**src/rtl/alu_share_arb_pkg.sv**
```systemverilog
// Shared definitions for the two-client ALU sharing scheduler.
// Latency: n/a (types and constants only).
// Backpressure: n/a.
//
// Holds the scheduler FSM encoding, the default datapath width and the ALU
// opcode constants that clients and benches use when building requests.
package alu_share_arb_pkg;

  // Must match the width of the shared ALU instance.
  localparam int WIDTH_DEF = 16;

  // Scheduler FSM: one transaction in flight at a time.
  typedef enum logic [1:0] {
    ST_IDLE = 2'd0,
    ST_EXEC = 2'd1,
    ST_RESP = 2'd2
  } state_t;

  // ALU opcodes. The scheduler passes these through untouched; their meaning
  // belongs to the ALU.
  localparam logic [1:0] OP_0 = 2'b00;
  localparam logic [1:0] OP_1 = 2'b01;
  localparam logic [1:0] OP_2 = 2'b10;
  localparam logic [1:0] OP_3 = 2'b11;

endpackage

```
**src/rtl/alu_share_arb.sv**
```systemverilog
// Round-robin scheduler sharing one combinational ALU between two clients.
// Latency: request accepted at edge N, ALU driven in N+1, response valid from N+2.
// Backpressure: rX_ready only in IDLE; response held stable until pX_ready.
//
// Ports:
//   clk, reset               clock, async active-high reset
//   r0_* / r1_*              request channels (valid/ready, op, a, b)
//   p0_* / p1_*, p_data, p_cout  response channels sharing one data bus
//   alu_op, alu_i0, alu_i1   drive the shared ALU
//   alu_o, alu_cout          ALU result, captured at the end of EXEC
//   busy                     high whenever a transaction is in flight
module alu_share_arb
  import alu_share_arb_pkg::*;
#(
  parameter int WIDTH = WIDTH_DEF
) (
  input  logic             clk,
  input  logic             reset,

  input  logic             r0_valid,
  output logic             r0_ready,
  input  logic [1:0]       r0_op,
  input  logic [WIDTH-1:0] r0_a,
  input  logic [WIDTH-1:0] r0_b,

  input  logic             r1_valid,
  output logic             r1_ready,
  input  logic [1:0]       r1_op,
  input  logic [WIDTH-1:0] r1_a,
  input  logic [WIDTH-1:0] r1_b,

  output logic             p0_valid,
  input  logic             p0_ready,
  output logic             p1_valid,
  input  logic             p1_ready,
  output logic [WIDTH-1:0] p_data,
  output logic             p_cout,

  output logic [1:0]       alu_op,
  output logic [WIDTH-1:0] alu_i0,
  output logic [WIDTH-1:0] alu_i1,
  input  logic [WIDTH-1:0] alu_o,
  input  logic             alu_cout,

  output logic             busy
);

  state_t           state_q, state_d;
  logic             ptr_q;     // client favoured when both request
  logic             gnt_id_q;  // owner of the in-flight transaction
  logic [1:0]       op_q;
  logic [WIDTH-1:0] a_q;
  logic [WIDTH-1:0] b_q;
  logic [WIDTH-1:0] p_data_q;
  logic             p_cout_q;

  logic             accept;    // a request is taken this cycle
  logic             gnt1;      // the taken request belongs to client 1
  logic             resp_hs;   // response handshake this cycle

  // Next state, grant and response qualifiers.
  always_comb begin
    state_d  = state_q;
    accept   = 1'b0;
    gnt1     = 1'b0;
    resp_hs  = 1'b0;
    r0_ready = 1'b0;
    r1_ready = 1'b0;
    p0_valid = 1'b0;
    p1_valid = 1'b0;

    case (state_q)
      ST_IDLE: begin
        if (r0_valid || r1_valid) begin
          // Client 1 wins when it is alone, or when both ask and it is favoured.
          gnt1     = r1_valid && (!r0_valid || ptr_q);
          r0_ready = !gnt1;
          r1_ready = gnt1;
          accept   = 1'b1;
          state_d  = ST_EXEC;
        end
      end

      ST_EXEC: begin
        state_d = ST_RESP;
      end

      ST_RESP: begin
        p0_valid = !gnt_id_q;
        p1_valid = gnt_id_q;
        // Only the owner's ready counts; the other client's ready is ignored.
        if (gnt_id_q ? p1_ready : p0_ready) begin
          resp_hs = 1'b1;
          state_d = ST_IDLE;
        end
      end

      default: begin
        state_d = ST_IDLE;
      end
    endcase
  end

  // State, operand and result registers.
  always_ff @(posedge clk or posedge reset) begin
    if (reset) begin
      state_q  <= ST_IDLE;
      ptr_q    <= 1'b0;
      gnt_id_q <= 1'b0;
      op_q     <= '0;
      a_q      <= '0;
      b_q      <= '0;
      p_data_q <= '0;
      p_cout_q <= 1'b0;
    end else begin
      state_q <= state_d;

      if (accept) begin
        gnt_id_q <= gnt1;
        op_q     <= gnt1 ? r1_op : r0_op;
        a_q      <= gnt1 ? r1_a  : r0_a;
        b_q      <= gnt1 ? r1_b  : r0_b;
      end

      // The ALU is combinational, so its outputs are valid by the end of EXEC.
      if (state_q == ST_EXEC) begin
        p_data_q <= alu_o;
        p_cout_q <= alu_cout;
      end

      // Fairness pointer moves only once the response has been taken.
      if (resp_hs) begin
        ptr_q <= !gnt_id_q;
      end
    end
  end

  // Operand registers drive the ALU directly; outside EXEC the ALU result is
  // simply not captured.
  assign alu_op = op_q;
  assign alu_i0 = a_q;
  assign alu_i1 = b_q;

  assign p_data = p_data_q;
  assign p_cout = p_cout_q;
  assign busy   = (state_q != ST_IDLE);

endmodule

```
**config.mk**
```make
export PLATFORM = sky130hd
export DESIGN_NAME = alu_share_arb
export DESIGN_NICKNAME = d
export VERILOG_FILES = /design/src/rtl/alu_share_arb_pkg.sv /design/src/rtl/alu_share_arb.sv
export SDC_FILE = /design/constraint.sdc
export NUM_CORES = 1
export LEC_CHECK = 0
export ABC_AREA = 1
export CAP_MARGIN = 40
export CORE_ASPECT_RATIO = 1.1
export CORE_MARGIN = 10
export CORE_UTILIZATION = 43
export DETAILED_ROUTE_END_ITERATION = 8
export GPL_TIMING_DRIVEN = 0
export MAX_ROUTING_LAYER = met4
export PLACE_DENSITY_LB_ADDON = 0.2
export SETUP_SLACK_MARGIN = 0.05
export SYNTH_ARGS = -nofsm -noshare
export SYNTH_HDL_FRONTEND = slang
export SYNTH_SLANG_ARGS = --single-unit
```
**constraint.sdc**
```tcl
create_clock -name clk -period 2.8 [get_ports clk]
set_input_delay 0.28 -clock clk [delete_from_list [all_inputs] [get_ports clk]]
set_output_delay 0.28 -clock clk [all_outputs]
set_load 0.02 [all_outputs]
```
# Word level (Yosys, flattened, before mapping)
# Cells that the tools add are included.
[classes] n_eq_ne=4 n_mux=17 n_reduce_logical=9
[op_table] op="16-bit 2-to-1 mux" count=2
[op_table] op="1-bit 2-to-1 mux" count=11
[op_table] op="2-bit 2-to-1 mux" count=3
[op_table] op="2-bit case mux with 3 select lines" count=1
[op_table] op="2-bit inequality test (second input constant)" count=2
[op_table] op="1-bit logical NOT" count=3
[op_table] op="2-bit by 1-bit equality test with 1-bit output (second input constant)" count=1
[op_table] op="2-bit equality test (second input constant)" count=1
[op_table] op="2-bit logical NOT" count=1
[op_table] op="1-bit logical OR" count=2
[op_table] op="2-bit AND reduction" count=1
[op_table] op="2-bit nonzero test" count=1
[op_table] op="1-bit logical AND" count=1
[word_totals] regBits=55 word_cells=38

# Logic depth before layout (Yosys ltp)
# Gate-level depths: netlist (run 1).
[depth] word_depth=6 mapped_depth=7 depth_no_buf=6

# Least setup slack after synthesis (run 1)
# No wires, ideal clock.
[synth_timing] kind="register to output" startpoint="register state_q[0]" endpoint="output r0_ready" stages_incl_launch_ff=7 path_slack_ps=1336 n_path_buf=1 arrival_time_ps=1184 cell_sequence="dfrtp_1 nor2_8 o21ai_4 inv_4 buf_6 nand2_1 inv_1"
[synth_between] elab_chain_len=2
[synth_rtl] item="start, declared" line="alu_share_arb.sv:48" text="state_t state_q, state_d;"
[synth_rtl] item="start signal, assigned" line="alu_share_arb.sv:116" text="state_q <= state_d;"
[synth_rtl] item="2-bit logical NOT" line="alu_share_arb.sv:72" text="case (state_q)"
[synth_rtl] item="1-bit 2-to-1 mux" line="alu_share_arb.sv:72"
[synth_rtl] item="end, declared" line="alu_share_arb.sv:21" text="output logic r0_ready,"
# No other way between the ends.

# Worst setup path after layout (run 1)
# Same ends and word-level chain as after synthesis.

==> reports/metrics.csv, run 1 <==
metric;value;unit
status;complete, no violations;
seq_area_frac_synth;47.37;%
power;0.004749;W
hold_viol;0;
synthAdderAreaFrac;0;%
ioPinCount;147;
hold_buffers;0;
synthCells;358;
wl;8.894;mm
crit_path_top_delay_cell;clkdlybuf4s50_1;
layout_commonest_cell;clkdlybuf4s50_1;
port_buffers;145;
period_share;88.45;%
synthSimpleGateAreaFrac;29.29;%
finalSetupViolations;0;
final_cell_mix;145 x clkdlybuf4s50_1, 108 x nand2_1, 77 x inv_1, 55 x dfrtp_1;
clockBufferDepth;2;
ys_ff_latch;55;
criticalPathCategory;flip-flop to primary output;
crit_required;2.52;ns
slowest_delay;0.59;ns
crit_fanout;10;
cp.arrival;2.20;ns
grt_pass1_wl;14.50;mm
antennaDiodeCount;0;
drc;0;
yosys_warnings;0;
start_util;44.06;%
drive_gt1_share;9.180;%
power_density;1037;nW/um^2
cts-root-buf;clkbuf_8;
r2r_cells;6;
drt_iter0_markers;108;
cts_tree;yes;
r2r-start;ptr_q;
multi_input_area;1112;um^2
cts_htree_levels;2;
fillers;554;
overflow;0;
post-cts-setup-buffers;0;
antenna_found_initial;0;
area_delta_synth_final;57.58;%
r2r-end;alu_i1[14];
final-max-slew-violation-count;0;
die-area;10450;um^2
viasPerCell;4.717;
vias;2802;
cts_resized;0;
hp-class;primary input to async pin;
use_met1;20.50;%
relSlewSlack;67.32;%
hpwlAfterDp;6.884;mm
synth_top_family_by_area;simple AND/OR/NAND/NOR gates;
rsz0062_at_grt;no;
grt_pass1_vias;2938;
grt_use_met2;27.46;%
synth.distinct_cells;18;
register_area;1376;um^2
cts_buffers;5;
rows;31;
grt.total_usage;17.26;%
fin_crit;2.477;ns
routedWlPerCell;14.97;um
grt_max_degree;36;
grt_busiest_layer;met2;
fin_tns_setup;0;ns
place.gp.congestion;0.8279;
worstMarginPinSlew;0.4895;ns
dr.pass1.iters;4;
synth_xor_xnor_area_share;0;%
setup.worst_path.end;r0_ready;
syn_nets;449;
clkTransAtPathRegs;0.10;ns
clock_sinks;55;
cp-startpoint;state_q[0];
r2r_slack;1.34;ns
worst_clock_skew;0.01096;ns
muxShareOfSynthArea;7.752;%
fmax;403.8;MHz
worst_setup_path_start_kind;flip-flop;
use_met3;6.671;%
p_leak;2.360;nW
synth_compound_area_share;1.249;%
ant_nets;0;
ir_drop;0.5202;mV
worst_setup_path_end_kind;primary output;
syn-cell-area;2905;um^2
synth.avg_cell_area;8.115;um^2
nets;602;
cap_violations;0;
die_h;106.2;um
cp_cell_sequence;nor2_8, o21ai_4, inv_4, buf_6, nand2_1, inv_1, clkdlybuf4s50_1;
die_w;98.37;um
clk_latency;0.31;ns
core_area;6594;um^2
## synth_stat cells
cell      instances  area (um^2)
o21ai_4           1        16.27
nand3_4           1        17.52
nand2_2           1        6.260
o21ai_0           4        20.02
buf_2            10        50.05
nand4_1          34        212.7
nand2_4           1        11.26
inv_1            78        292.8
nor2_1            2        7.510
nor2_8            1        20.02
nand2_1         108        405.4
dfrtp_1          55         1376
mux2_2            8        90.09
mux2_4            9        135.1
inv_4             1        6.260
clkbuf_1          6        22.52
nand3_1          34        170.2
buf_6             4        45.04
## layout make-up
class | count | share of cell area (%)
flip-flops and latches | 55 | 30.06
inverters | 79 | 6.532
repair buffers | 146 | 32.14
well taps | 82 | 2.241
multi-input cells | 204 | 24.30
plain buffers | 20 | 2.569
clock buffers | 6 | 1.804
clock inverters | 2 | 0.3553
## metal layers
| layer | wire length (um) | share of wire, % | vias up |
|---|---|---|---|
| met1 | 3958 | 45 | 1269 |
| met5 | 0 | 0 | - |
| met4 | 60 | 0.67 | 0 |
| met3 | 807 | 9.1 | 9 |
| li1 | - | - | 1418 |
| met2 | 4067 | 46 | 106 |
## registers in the layout (all words and copies together), names as in the netlist
signal,count
alu_i0,16
alu_i1,16
alu_op,2
gnt_id_q,1
p_cout,1
p_data,16
ptr_q,1
state_q,2
## worst min-delay path by stage
| stage | endpoint | slack (ns) |
|---|---|---|
| 2_1_floorplan | p_data[0] | 0.43 |
| 6_report | alu_i0[0] | 0.31 |
| 3_5_place_dp | alu_i0[10] | 0.46 |
| 4_1_cts | alu_i0[0] | 0.32 |
| 3_3_place_gp | alu_i0[11] | 0.46 |
| 5_1_grt | alu_i0[0] | 0.34 |
## kinds of logic (layout without fill, tap and decap cells)
group | after synthesis | after routing
simple gates | 182 | 182
flops | 55 | 55
mux | 17 | 17
buf+inv | 99 | 253
compound gates | 5 | 5
## power breakdown
part / total, W / internal (W) / switching, W
registers: 0.00143 / 0.00120 / 0.000226
logic: 0.00285 / 0.00134 / 0.00152
clock network: 0.000469 / 0.000203 / 0.000267
## worst max-delay path: cells and delay by family, from the launching register on
family	cells	cell delay (ns)
AOI/OAI and AO/OA	1	0.15
DFF	1	0.48
and+or+nand+nor	2	0.31
buffers and inverters	4	0.94
## metrics by stage
stage	setup WS, ns	util, %	area, um^2	hold WS (ns)	instances
global route	0.1874	69.43	4578	0.3379	594
floorplan	1.177	-	2905	0.4285	358
detailed placement	0.4056	67.93	4479	0.4642	586
finish	0.3235	69.43	4578	0.3134	594
CTS	0.2856	69.43	4578	0.3218	594
global placement	0.1151	67.63	4459	0.4616	585
No activity file was read; power rests on OpenSTA's default activity.
==> run 2, diff against run 1 <==
- CORE_MARGIN: 10 -> 4
==> reports/metrics.csv, run 2 (synthesized netlist as in run 1, its figures left out) <==
metric;value;unit;change
status;complete, no violations;;
overflow;0;;unchanged
r2r_slack;1.37;ns;+0.03 ns
hold_buffers;0;;unchanged
fin_tns_setup;0;ns;unchanged
dr.pass1.iters;4;;unchanged
routedWlPerCell;13.62;um;-9.0%
ir_drop;0.5255;mV;+1.0%
finalSetupViolations;0;;unchanged
cp-startpoint;state_q[0];;
cp.arrival;2.19;ns;about the same
die_h;94.21;um;-11%
cts_resized;0;;unchanged
cts-root-buf;clkbuf_8;;
fin_crit;2.471;ns;-0.005760 ns
final_cell_mix;145 x clkdlybuf4s50_1, 108 x nand2_1, 77 x inv_1, 55 x dfrtp_1;;
worstMarginPinSlew;0.4611;ns;-0.02833 ns
worst_clock_skew;0.004749;ns;-0.006216 ns
clkTransAtPathRegs;0.10;ns;about the same
r2r_cells;5;;-1
hp-class;primary input to async pin;;
antennaDiodeCount;0;;unchanged
antenna_found_initial;0;;unchanged
r2r-end;alu_i1[12];;
cts_htree_levels;2;;unchanged
core_area;6594;um^2;unchanged
vias;2859;;+2.0%
relSlewSlack;69.21;%;+1.9 points
crit_required;2.52;ns;about the same
period_share;88.24;%;-0.21 points
place.gp.congestion;0.7992;;-3.5%
ant_nets;0;;unchanged
power_density;1031;nW/um^2;-0.63%
setup.worst_path.end;r0_ready;;
grt_max_degree;37;;+2.8%
grt_pass1_wl;12.94;mm;-11%
die_w;86.37;um;-12%
grt.total_usage;20.58;%;+3.3 points
port_buffers;145;;unchanged
layout_commonest_cell;clkdlybuf4s50_1;;
cts_tree;yes;;
clk_latency;0.31;ns;about the same
nets;602;;unchanged
worst_setup_path_start_kind;flip-flop;;
grt_pass1_vias;2794;;-4.9%
worst_setup_path_end_kind;primary output;;
viasPerCell;4.813;;+2.0%
drt_iter0_markers;101;;-6.5%
drive_gt1_share;9.180;%;unchanged
rows;31;;unchanged
fmax;404.7;MHz;+0.23%
crit_fanout;10;;unchanged
drc;0;;unchanged
hold_ws;0.3048;ns;-0.008596 ns
rsz0062_at_grt;no;;
wl;8.093;mm;-9.0%
die-area;8137;um^2;-22%
clockBufferDepth;2;;unchanged
area_delta_synth_final;57.36;%;
hpwlAfterDp;6.124;mm;-11%
cap_violations;0;;unchanged
r2r-start;state_q[0];;
clock_sinks;55;;unchanged
p_leak;2.353;nW;-0.28%
cts_buffers;5;;unchanged
start_util;44.06;%;unchanged
ioPinCount;147;;unchanged
final-max-slew-violation-count;0;;unchanged
post-cts-setup-buffers;0;;unchanged
criticalPathCategory;flip-flop to primary output;;
hold_viol;0;;unchanged
run 2: cell count changes in the layout (fill, tap and decap cells not counted):
cell,change
clkinv_4,-1
clkinvlp_4,+1
inv_6,+1
clkbuf_8,-1
run 2: power by group:
part / total [W] / internal (W) / switching, W
registers: 0.00144 / 0.00120 / 0.000236
logic: 0.00283 / 0.00134 / 0.00149
clock network: 0.000449 / 0.000179 / 0.000269
total: 0.00471 / 0.00272 / 0.00200
run 2: final cells by class:
cell class	count	area (um^2)
plain buffers	20	117.6
clock buffers	5	68.82
clock inverters	3	23.77
fillers	597	2022
inverters	79	299.0
multi-input cells	204	1112
flip-flops and latches	55	1376
well taps	82	102.6
repair buffers	146	1471
run 2: stage by stage:
step           total power [W]  setup WS (ns)  std cells  area, um^2  utilization, %
2_1_floorplan         0.003048          1.177        358        2905               -
3_3_place_gp          0.004228         0.1262        585        4459           67.63
3_5_place_dp          0.004289         0.4212        586        4479           67.93
4_1_cts               0.004761         0.3051        594        4572           69.34
5_1_grt               0.005045         0.1908        594        4572           69.34
6_report              0.004712         0.3293        594        4572           69.34
run 2: worst max-delay path: stages (launching register included):
cell	delay, ns
dfrtp_1	0.49
nor2_8	0.26
o21ai_4	0.14
inv_4	0.15
buf_6	0.15
nand2_1	0.05
inv_1	0.04
clkdlybuf4s50_1	0.59
run 2: worst min-delay path by stage:
| stage | cells past startpoint | startpoint | slack, ns | to |
|---|---|---|---|---|
| after floorplan | 1 | alu_o[0] | 0.43 | p_data[0] |
| after global placement | 2 | alu_i1[7] | 0.46 | alu_i1[7] |
| after detailed placement | 2 | alu_i1[0] | 0.46 | alu_i1[0] |
| after CTS | 2 | reset | 0.31 | p_data[8] |
| after global routing | 2 | reset | 0.32 | alu_i1[5] |
| final | 2 | reset | 0.30 | p_data[8] |
run 2: routing by layer:
metal,up-vias,track usage [%],routed length [um]
li1,1412,-,-
met3,10,5.263,743
met5,-,-,0
met4,0,4.805,76
met2,122,34.06,3914
met1,1315,25.29,3358
==> run 3, diff against run 2 <==
- ABC_CLOCK_PERIOD_IN_PS: not set -> 2800
- SLEW_MARGIN: not set -> 20
==> reports/metrics.csv, run 3 (synthesized netlist as in run 1, its figures left out) <==
metric;value;unit;change
p_leak;2.356;nW;+0.14%
layout_commonest_cell;clkdlybuf4s50_1;;
clockBufferDepth;2;;unchanged
final-max-slew-violation-count;0;;unchanged
status;complete, no violations;;
area_delta_synth_final;57.11;%;
antenna_found_initial;0;;unchanged
viasPerCell;4.735;;-1.6%
crit_fanout;10;;unchanged
drive_gt1_share;9.002;%;-0.18 points
place.gp.congestion;0.7992;;unchanged
grt.total_usage;19.90;%;-0.68 points
final_util;69.22;%;-0.11 points
clk_latency;0.31;ns;about the same
post-cts-setup-buffers;0;;unchanged
die_w;86.37;um;unchanged
drc;0;;unchanged
grt_use_met2;33.99;%;-0.064 points
cts_resized;0;;unchanged
cp.arrival;2.19;ns;about the same
fin_crit;2.465;ns;-0.005625 ns
worst_setup_path_end_kind;primary output;;
period_share;88.04;%;-0.20 points
cap_violations;0;;unchanged
fmax;405.7;MHz;+0.23%
nets;601;;-0.17%
rows;31;;unchanged
grt_max_degree;56;;+51%
criticalPathCategory;flip-flop to primary output;;
die-area;8137;um^2;unchanged
hpwlAfterDp;6.024;mm;-1.6%
clock_sinks;55;;unchanged
hold_viol;0;;unchanged
crit_required;2.52;ns;about the same
antennaDiodeCount;0;;unchanged
cts-root-buf;clkbuf_8;;
hold_buffers;0;;unchanged
relSlewSlack;55.86;%;-13 points
clkTransAtPathRegs;0.11;ns;about the same
use_met3;4.912;%;-0.35 points
grt_pass1_vias;2825;;+1.1%
die_h;94.21;um;unchanged
hp-class;primary input to async pin;;
start_util;44.06;%;unchanged
worst_clock_skew;0.01193;ns;+0.007178 ns
cts_tree;yes;;
overflow;0;;unchanged
dr.pass1.iters;4;;unchanged
worst_setup_path_start_kind;flip-flop;;
grt_pass1_wl;12.64;mm;-2.3%
worstMarginPinSlew;0.6622;ns;+0.2010 ns
wl;7.900;mm;-2.4%
routedWlPerCell;13.32;um;-2.2%
core_area;6594;um^2;unchanged
cts_buffers;5;;unchanged
ant_nets;0;;unchanged
ir_drop;0.5255;mV;unchanged
vias;2808;;-1.8%
final_cell_mix;145 x clkdlybuf4s50_1, 108 x nand2_1, 77 x inv_1, 55 x dfrtp_1;;
fin_tns_setup;0;ns;unchanged
ioPinCount;147;;unchanged
port_buffers;145;;unchanged
grt_busiest_layer;met2;;
use_met1;23.68;%;-1.6 points
finalSetupViolations;0;;unchanged
power_density;1037;nW/um^2;+0.57%
rsz0062_at_grt;no;;
drt_iter0_markers;86;;-15%
cts_htree_levels;2;;unchanged
fillers;575;;-3.7%
## run 3: final timing paths
path	from	end	slack [ns]	cells past startpoint
setup / recovery	state_q[0]	r0_ready	0.33	7
setup reg to reg	state_q[0]	alu_i1[12]	1.33	5
hold / removal	reset	p_data[8]	0.43	2
max in group asynchronous	reset	alu_i0[15]	1.93	2
hold reg to reg	alu_i1[0]	alu_i1[0]	0.49	2
min in group clk	r1_valid	alu_i0[8]	0.45	4
## run 3: worst max-delay path: stages (launching register included)
cell and delay, ns:
dfrtp_1 0.50, nor2_8 0.26, o21ai_4 0.14, inv_4 0.14, buf_6 0.16, nand2_1 0.05, inv_1 0.04, clkdlybuf4s50_1 0.59
## run 3: area by class of cell
type | count | area (um^2) | share of cell area (%)
clock buffer | 6 | 82.58 | 1.809
buffer | 20 | 117.6 | 2.577
multi-input combinational | 204 | 1112 | 24.37
timing repair buffer | 145 | 1451 | 31.80
clock inverter | 2 | 20.02 | 0.4386
sequential | 55 | 1376 | 30.15
tap | 82 | 102.6 | 2.248
inverter | 79 | 301.5 | 6.606
## run 3: per-stage QoR
step                cell area [um^2]  std cells  setup WS (ns)  hold slack, ns  total power, W
floorplan                       2905        358          1.177          0.4285        0.003048
global placement                4459        585         0.1262          0.4619        0.004228
detailed placement              4462        585         0.4276          0.4647        0.004283
CTS                             4564        593         0.3123          0.4416        0.004773
global route                    4564        593         0.2068          0.4627        0.005045
finish                          4564        593         0.3349          0.4259        0.004731
## run 3: layer usage
| metal | wire, um | up-vias |
|---|---|---|
| li1 | - | 1413 |
| met1 | 3321 | 1277 |
| met2 | 3818 | 110 |
| met3 | 687 | 8 |
| met4 | 73 | 0 |
| met5 | 0 | - |
## run 3: report_power, final
| part | total [W] | internal (W) | switching, W |
|---|---|---|---|
| Clock | 0.000475 | 0.000209 | 0.000267 |
| Sequential | 0.00143 | 0.00120 | 0.000234 |
| Combinational | 0.00282 | 0.00133 | 0.00149 |
| Total | 0.00473 | 0.00274 | 0.00199 |
